### src/rtl/mx_fpga_id_pkg.sv
// rtl/mx_fpga_id_pkg.sv - shared types, register offsets and bit positions for the FPGA ID reader
package mx_fpga_id_pkg;

  typedef enum logic [2:0] {
    OPT_REQ,
    OPT_WAIT,
    IDLE,
    REQ,
    WAIT
  } state_e;

  localparam int STAT_BUSY      = 0;
  localparam int STAT_OPT_VALID = 1;
  localparam int STAT_OVR       = 2;

  // CTRL and STATUS sit directly above the WPR data words.
  function automatic int ctrl_offset(input int wpr);
    return wpr;
  endfunction

  function automatic int status_offset(input int wpr);
    return wpr + 1;
  endfunction

  // AUTO_INC is the MSB of CTRL regardless of data width.
  function automatic int auto_inc_bit(input int dw);
    return dw - 1;
  endfunction

endpackage

### src/rtl/mx_fpga_id_rom_seq.sv
// rtl/mx_fpga_id_rom_seq.sv - ROM request pulse, read-latency counter and capture strobe
// Ports:
//   clk, rst : clock and asynchronous active-high reset
//   start    : one-cycle request from the owning FSM
//   rd_en    : ROM read request (forced low while reset is asserted)
//   done     : high in the cycle rom data is valid and must be captured
module mx_fpga_id_rom_seq #(
  parameter int ROM_LAT = 1
) (
  input  logic clk,
  input  logic rst,
  input  logic start,
  output logic rd_en,
  output logic done
);

  localparam int CW = (ROM_LAT > 1) ? $clog2(ROM_LAT) : 1;

  logic          active_q;
  logic [CW-1:0] cnt_q;

  // The FSM sits in a request state during reset; gating keeps the ROM quiet.
  assign rd_en = start & ~rst;
  assign done  = active_q && (cnt_q == CW'(ROM_LAT - 1));

  always_ff @(posedge clk or posedge rst) begin
    if (rst) begin
      active_q <= 1'b0;
      cnt_q    <= '0;
    end else if (start) begin
      active_q <= 1'b1;
      cnt_q    <= '0;
    end else if (done) begin
      active_q <= 1'b0;
    end else if (active_q) begin
      cnt_q <= cnt_q + CW'(1);
    end
  end

endmodule

### src/rtl/mx_fpga_id_reader.sv
// rtl/mx_fpga_id_reader.sv - CSR-mapped reader for the FPGA ID/feature ROM with option preload
// Ports:
//   clk_i, rst_i                 : clock, asynchronous active-high reset
//   csr_addr_i/wr_en_i/wr_data_i : CSR write side, csr_be_i byte enables
//   csr_rd_en_i, csr_rd_data_o   : CSR read strobe (auto-increment) and combinational read data
//   rom_rd_en_o/rd_addr_o        : ROM request pulse and held address
//   rom_rd_data_i                : ROM data, valid ROM_LAT clocks after the request
//   options_o, options_valid_o   : preloaded option-mask words and their valid flag
//   busy_o                       : FSM not in IDLE
module mx_fpga_id_reader
  import mx_fpga_id_pkg::*;
#(
  parameter int                D_WIDTH   = 16,
  parameter int                A_WIDTH   = 10,
  parameter int                ROM_AW    = 8,
  parameter int                ROM_DW    = 32,
  parameter int                ROM_LAT   = 1,
  parameter logic [ROM_AW-1:0] OPT_BASE  = 8'hF0,
  parameter int                OPT_WORDS = 2
) (
  input  logic                        clk_i,
  input  logic                        rst_i,
  input  logic [A_WIDTH-1:0]          csr_addr_i,
  input  logic                        csr_wr_en_i,
  input  logic [D_WIDTH-1:0]          csr_wr_data_i,
  input  logic [D_WIDTH/8-1:0]        csr_be_i,
  input  logic                        csr_rd_en_i,
  output logic [D_WIDTH-1:0]          csr_rd_data_o,
  output logic                        rom_rd_en_o,
  output logic [ROM_AW-1:0]           rom_rd_addr_o,
  input  logic [ROM_DW-1:0]           rom_rd_data_i,
  output logic [OPT_WORDS*ROM_DW-1:0] options_o,
  output logic                        options_valid_o,
  output logic                        busy_o
);

  localparam int WPR = ROM_DW / D_WIDTH;
  localparam int BW  = D_WIDTH / 8;
  localparam int OCW = $clog2(OPT_WORDS + 1);
  localparam logic [A_WIDTH-1:0] CTRL_A = A_WIDTH'(ctrl_offset(WPR));
  localparam logic [A_WIDTH-1:0] STAT_A = A_WIDTH'(status_offset(WPR));
  localparam logic [A_WIDTH-1:0] LAST_A = A_WIDTH'(WPR - 1);
  localparam logic [D_WIDTH-1:0] CTRL_MASK =
    (D_WIDTH'(1) << auto_inc_bit(D_WIDTH)) | D_WIDTH'((1 << ROM_AW) - 1);

  state_e                      state_q, state_d;
  logic [D_WIDTH-1:0]          ctrl_q, ctrl_d;
  logic [ROM_DW-1:0]           data_q;
  logic [OPT_WORDS*ROM_DW-1:0] opt_q;
  logic [OCW-1:0]              opt_cnt_q;
  logic                        opt_valid_q, ovr_q, pend_q;
  logic [ROM_AW-1:0]           addr_q;
  logic                        seq_start, seq_done, load_addr, opt_cap, data_cap;
  logic                        idle, wr_ctrl, rd_last, auto_inc, trigger, ovr_clr;

  assign idle     = (state_q == IDLE);
  assign wr_ctrl  = csr_wr_en_i && (csr_addr_i == CTRL_A) && (|csr_be_i);
  assign rd_last  = csr_rd_en_i && (csr_addr_i == LAST_A) && ctrl_q[auto_inc_bit(D_WIDTH)];
  assign auto_inc = rd_last && idle;
  assign trigger  = wr_ctrl || auto_inc || pend_q;
  assign ovr_clr  = csr_wr_en_i && (csr_addr_i == STAT_A) && csr_be_i[0]
                    && csr_wr_data_i[STAT_OVR];

  // A write beats an auto-increment in the same cycle; both fetch at the new PTR.
  always_comb begin
    ctrl_d = ctrl_q;
    if (wr_ctrl) begin
      for (int b = 0; b < BW; b++)
        if (csr_be_i[b])
          ctrl_d[b*8 +: 8] = csr_wr_data_i[b*8 +: 8] & CTRL_MASK[b*8 +: 8];
    end else if (auto_inc) begin
      ctrl_d[ROM_AW-1:0] = ctrl_q[ROM_AW-1:0] + ROM_AW'(1);
    end
  end

  always_comb begin
    state_d   = state_q;
    seq_start = 1'b0;
    load_addr = 1'b0;
    opt_cap   = 1'b0;
    data_cap  = 1'b0;
    case (state_q)
      OPT_REQ: begin
        seq_start = 1'b1;
        state_d   = OPT_WAIT;
      end
      OPT_WAIT: if (seq_done) begin
        opt_cap = 1'b1;
        state_d = (opt_cnt_q == OCW'(OPT_WORDS - 1)) ? IDLE : OPT_REQ;
      end
      IDLE: if (trigger) begin
        load_addr = 1'b1;
        state_d   = REQ;
      end
      REQ: begin
        seq_start = 1'b1;
        state_d   = WAIT;
      end
      WAIT: if (seq_done) begin
        data_cap = 1'b1;
        state_d  = IDLE;
      end
      default: state_d = OPT_REQ;
    endcase
  end

  always_ff @(posedge clk_i or posedge rst_i) begin
    if (rst_i) state_q <= OPT_REQ;
    else       state_q <= state_d;
  end

  always_ff @(posedge clk_i or posedge rst_i) begin
    if (rst_i) begin
      ctrl_q      <= '0;
      data_q      <= '0;
      opt_q       <= '0;
      opt_cnt_q   <= '0;
      opt_valid_q <= 1'b0;
      ovr_q       <= 1'b0;
      pend_q      <= 1'b0;
      addr_q      <= OPT_BASE;
    end else begin
      ctrl_q <= ctrl_d;
      if (data_cap) data_q <= rom_rd_data_i;
      if (opt_cap) begin
        for (int k = 0; k < OPT_WORDS; k++)
          if (opt_cnt_q == OCW'(k)) opt_q[k*ROM_DW +: ROM_DW] <= rom_rd_data_i;
        opt_cnt_q <= opt_cnt_q + OCW'(1);
        if (opt_cnt_q == OCW'(OPT_WORDS - 1)) opt_valid_q <= 1'b1;
      end
      if (opt_cap)        addr_q <= addr_q + ROM_AW'(1);
      else if (load_addr) addr_q <= ctrl_d[ROM_AW-1:0];
      // Pending collapses any number of busy-time CTRL writes into one fetch.
      if (load_addr)             pend_q <= 1'b0;
      else if (wr_ctrl && !idle) pend_q <= 1'b1;
      if (rd_last && !idle) ovr_q <= 1'b1;
      else if (ovr_clr)     ovr_q <= 1'b0;
    end
  end

  mx_fpga_id_rom_seq #(.ROM_LAT(ROM_LAT)) u_seq (
    .clk   (clk_i),
    .rst   (rst_i),
    .start (seq_start),
    .rd_en (rom_rd_en_o),
    .done  (seq_done)
  );

  always_comb begin
    csr_rd_data_o = '0;
    for (int k = 0; k < WPR; k++)
      if (csr_addr_i == A_WIDTH'(k)) csr_rd_data_o = data_q[k*D_WIDTH +: D_WIDTH];
    if (csr_addr_i == CTRL_A) csr_rd_data_o = ctrl_q;
    if (csr_addr_i == STAT_A) begin
      csr_rd_data_o[STAT_BUSY]      = busy_o;
      csr_rd_data_o[STAT_OPT_VALID] = opt_valid_q;
      csr_rd_data_o[STAT_OVR]       = ovr_q;
    end
  end

  assign rom_rd_addr_o   = addr_q;
  assign options_o       = opt_q;
  assign options_valid_o = opt_valid_q;
  assign busy_o          = !idle;

endmodule
### config.mk
export PLATFORM = sky130hd
export DESIGN_NAME = mx_fpga_id_reader
export DESIGN_NICKNAME = d
export VERILOG_FILES = /design/src/rtl/mx_fpga_id_pkg.sv /design/src/rtl/mx_fpga_id_rom_seq.sv /design/src/rtl/mx_fpga_id_reader.sv
export SDC_FILE = /design/constraint.sdc
export NUM_CORES = 1
export LEC_CHECK = 0
export CAP_MARGIN = 20
export CORE_ASPECT_RATIO = 1.75
export CORE_UTILIZATION = 52
export DETAILED_ROUTE_END_ITERATION = 10
export HOLD_SLACK_MARGIN = 0.15
export PLACE_DENSITY_LB_ADDON = 0.15
export SLEW_MARGIN = 0
export SYNTH_ARGS = -nofsm -noshare
export SYNTH_HDL_FRONTEND = slang
export SYNTH_SLANG_ARGS = --single-unit
### constraint.sdc
create_clock -name clk_i -period 7.5 [get_ports clk_i]
set_input_delay 1.5 -clock clk_i [delete_from_list [all_inputs] [get_ports clk_i]]
set_output_delay 1.5 -clock clk_i [all_outputs]
set_load 0.01 [all_outputs]
==> metrics.md <==
| Metric | Value |
|---|---|
| Fraction of the mapped netlist area in compound gates | `0.0611` |
| Dominant synthesized flop cell | `sky130_fd_sc_hd__dfrtp_1` |
| Transition time of the tightest slew-check pin | `around 0.97 ns` |
| Peak fanout along the critical path | `22` |
| Worst vdd ir | `175 uV` |
| Clock Power Share | `0.482` |
| Share of the synthesized area in the top cell type | `0.531` |
| Total negative slack for setup checks | `0 ns` |
| Most used cells in the layout excluding fill and tap cells | `147 x sky130_fd_sc_hd__clkdlybuf4s50_1, 119 x sky130_fd_sc_hd__dfrtp_1, 98 x sky130_fd_sc_hd__mux2_2` |
| Core area | `between 10000 and 15000 um2` |
| Mapped cell area | `around 5600 um2` |
| Detailed placer's ending HPWL | `10800 um` |
| Final Setup Violations | `0` |
| Number of optimization iterations in the first detailed-route pass | `4` |
| Layout cells sized above 1 | `0.270` |
| Total number of nets in the final design | `between 600 and 700` |
| P&R area growth vs syn | `38.6%` |
| Power Dens Cells | `about 210 nW/um2` |
| Startpoint types | `input port` |
| Count of buffers inserted at the top-level ports | `approximately 150` |
| Count of endpoints failing hold in the final timing report | `0` |
| Flip-flop and latch count after synthesis | `between 100 and 150` |
| Power share of the combinational group | `0.089` |
| Overall die area | `between 10000 and 15000 um2` |
| Cell count after placement | `slightly below 700` |
| CTS hold repair buffers | `0` |
| Clk_lat worst skew | `between 0.4 and 0.5 ns` |
| Max_slew headroom | `0.353` |
| Clock slew at reported path FFs | `roughly 0.06 ns` |
| Net switching fraction of the power | `0.236` |
| Placed Instance Area | `7170 um2` |
| Post-CTS resize count | `0` |
| Count of inserted antenna diode cells | `0` |
| Fraction of the mapped netlist area in adder cells | `0.00892` |
| Capturing element type of the critical path | `output port` |
| Most common cell after layout, fill and taps aside | `sky130_fd_sc_hd__clkdlybuf4s50_1` |
| Min-Delay Path Class | `reg2reg` |
| Via count of the first global-routing pass | `4664` |
| Gr usage total | `0.294` |
| Number of clock buffers inserted by TritonCTS | `17` |
| Clock Path Buffers | `2` |
| Critical path class | `in2out` |
| Worst EP required | `6.00 ns` |
| Area share of xor/xnor cells in the synthesized design | `0.00312` |
| Dpl ws | `~2.0 ns` |
| Buffers inserted by post-CTS timing repair | `0` |
| Average size of a mapped cell | `around 13 um2` |
| Antenna violation net count after detailed routing | `0` |
| Summed area of non-filler cells in the final layout | `7780 um2` |
| Number of antenna violations at the first check in global routing | `0` |
| Number of flops mapped to enable cells by yosys | `0` |
| Leading cell types by total area after synthesis | `sky130_fd_sc_hd__dfrtp_1 53%, sky130_fd_sc_hd__mux2_2 20%, sky130_fd_sc_hd__mux2i_1 2.3%, sky130_fd_sc_hd__nor2_1 2.1%, sky130_fd_sc_hd__dfstp_2 1.9%` |
| CTS H-tree depth | `4` |
| Unrepaired setup endpoints after global routing | `false` |
| Fraction of the yosys area taken by sequential cells | `0.550` |
| Largest area contributor in the synthesized netlist | `sky130_fd_sc_hd__dfrtp_1` |
| Detail-routed via count per cell | `5.87` |
| Number of slew-limit violations in the final report | `0` |
| Final routed DRC violation total | `0` |
| Site row count | `~50` |
| Largest net degree at the start of global routing | `between 60 and 70` |
| Yosys warning total | `0` |
| Starting Density | `0.541` |
| Post-DR wirelength/cell | `around 21 um` |
| CTS Sinks | `around 120` |
| Number of standard cells in the layout, taps in and fillers out | `just over 700` |
| Status | `finished, final reports clean` |
| Post-synthesis async set-or-reset flop share | `1.00` |
| Static Leakage | `0.00323 uW` |
| Overflow left after global routing | `0` |
| DRC violation total after the first TritonRoute iteration | `between 150 and 200` |
| Fin crit share | `0.717` |
| Root buffer cell | `sky130_fd_sc_hd__clkbuf_16` |
| Main combinational cell family by area after synthesis | `multiplexers` |
| Vias | `~4300` |
| CTS tree | `yes` |
| Number of distinct library cells after synthesis | `62` |
| Total Wirelength | `approximately 15000 um` |
| Mux share of post-synthesis cell area | `0.232` |
| Filler Cells Inserted | `~700` |
| Net count after synthesis | `506` |
| Net switching power figure | `between 300 and 400 uW` |
| First-pass GRT wire length | `approximately 24000 um` |
| Fmax achieved | `186 MHz` |
| I/O pin total | `~160` |
| Worst endpoint data arrival time | `between 3 and 4 ns` |
| Reported max-cap violation count | `0` |
| Reg power frac | `0.430` |
| Setup ws final | `2.13 ns` |
| Area share of and/or/nand/nor cells after synthesis | `0.122` |
| Final min period | `between 5 and 6 ns` |
| Vert. Die Dim | `139 um` |
| Die X-Extent | `80.5 um` |
| Mapped Cells | `around 440` |
| Cell-internal power | `roughly 1300 uW` |
| Fin Clk Skew | `around 0.0097 ns` |
| Last weighted congestion value of the routability-driven placer | `a little under 0.9` |
==> cell families (layout without fill, tap and decap cells) <==
logic type,Yosys count,after routing
flops,123,123
simple gates,117,117
mux,114,114
compound gates,48,48
buf+inv,30,191
fa+ha+maj,4,4
xor+xnor,2,2
==> power groups by stage <==
| stage | clock network (uW) | registers (uW) | logic (uW) |
|---|---|---|---|
| CTS | 808 | 706 | 148 |
| global route | 836 | 709 | 157 |
| floorplan | 0 | 723 | 51.0 |
| global placement | 0 | 716 | 144 |
| detailed placement | 0 | 718 | 146 |
| finish | 792 | 706 | 146 |
==> flip-flops by register name, indices dropped and copies added (netlist names) <==
signal,flops
options_o,64
data_q,32
ctrl_q,9
rom_rd_addr_o,8
state_q,3
opt_cnt_q,2
options_valid_o,1
ovr_q,1
pend_q,1
u_seq.active_q,1
u_seq.cnt_q,1
==> layer usage <==
layer | GRT usage | vias up | share of wire
li1 | - | 1924 | -
met2 | 0.528 | 155 | 0.56
met1 | 0.301 | 2147 | 0.34
met5 | 0 | - | 0
met3 | 0.0833 | 37 | 0.056
met4 | 0.148 | 0 | 0.037
==> path summary, 6_finish.rpt <==
check	startpoint	endpoint	slack [ns]	cells past startpoint
max	csr_addr_i[1]	csr_rd_data_o[1]	2.13	4
min	options_o[56]$_DFFE_PP0P_	options_o[56]$_DFFE_PP0P_	0.50	1
max reg2reg	state_q[2]$_DFFE_PP0P_	rom_rd_addr_o[2]$_DFFE_PP0P_	5.11	6
min reg2reg	options_o[56]$_DFFE_PP0P_	options_o[56]$_DFFE_PP0P_	0.50	1
max in group asynchronous	rst_i	data_q[4]$_DFFE_PP0P_	4.59	3
min in group asynchronous	rst_i	rom_rd_addr_o[1]$_DFFE_PP0P_	1.67	2
==> through the flow <==
stage | power, uW | hold WS [ns] | utilization
6_report | 1640 | 0.502 | 0.751
3_5_place_dp | 864 | 0.493 | 0.692
2_1_floorplan | 774 | 0.467 | -
4_1_cts | 1660 | 0.504 | 0.749
5_1_grt | 1700 | 0.518 | 0.751
3_3_place_gp | 860 | 0.489 | 0.692
==> final cells by class <==
type                    instances  area, um2  area share
flip-flops and latches        123       3080       0.396
clock buffers                  19        453      0.0582
clock inverters                13        134      0.0172
repair buffers                153       1520       0.196
well taps                     127        159      0.0204
multi-input cells             285       2400       0.308
inverters                       6       25.0     0.00322
==> synth_stat cells, types with 4 or more instances <==
library cell / count
sky130_fd_sc_hd__dfrtp_1: 119
sky130_fd_sc_hd__mux2_2: 98
sky130_fd_sc_hd__nor2_1: 31
sky130_fd_sc_hd__nor3_1: 16
sky130_fd_sc_hd__nand2_1: 15
sky130_fd_sc_hd__mux2i_1: 13
sky130_fd_sc_hd__a21oi_1: 12
sky130_fd_sc_hd__nand3_1: 11
sky130_fd_sc_hd__clkbuf_1: 10
sky130_fd_sc_hd__buf_1: 7
sky130_fd_sc_hd__nand4_1: 7
sky130_fd_sc_hd__o21ai_0: 6
sky130_fd_sc_hd__buf_2: 5
sky130_fd_sc_hd__inv_1: 5
sky130_fd_sc_hd__nor2b_1: 5
sky130_fd_sc_hd__a211oi_1: 4
sky130_fd_sc_hd__dfstp_2: 4
sky130_fd_sc_hd__ha_1: 4
sky130_fd_sc_hd__o31ai_1: 4
==> worst max-delay path: stages <==
cell and delay [ns]:
sky130_fd_sc_hd__clkdlybuf4s50_1 1.11, sky130_fd_sc_hd__mux4_2 0.59, sky130_fd_sc_hd__and3_1 0.20, sky130_fd_sc_hd__clkdlybuf4s50_1 0.48
(Power assumes the default switching activity.)
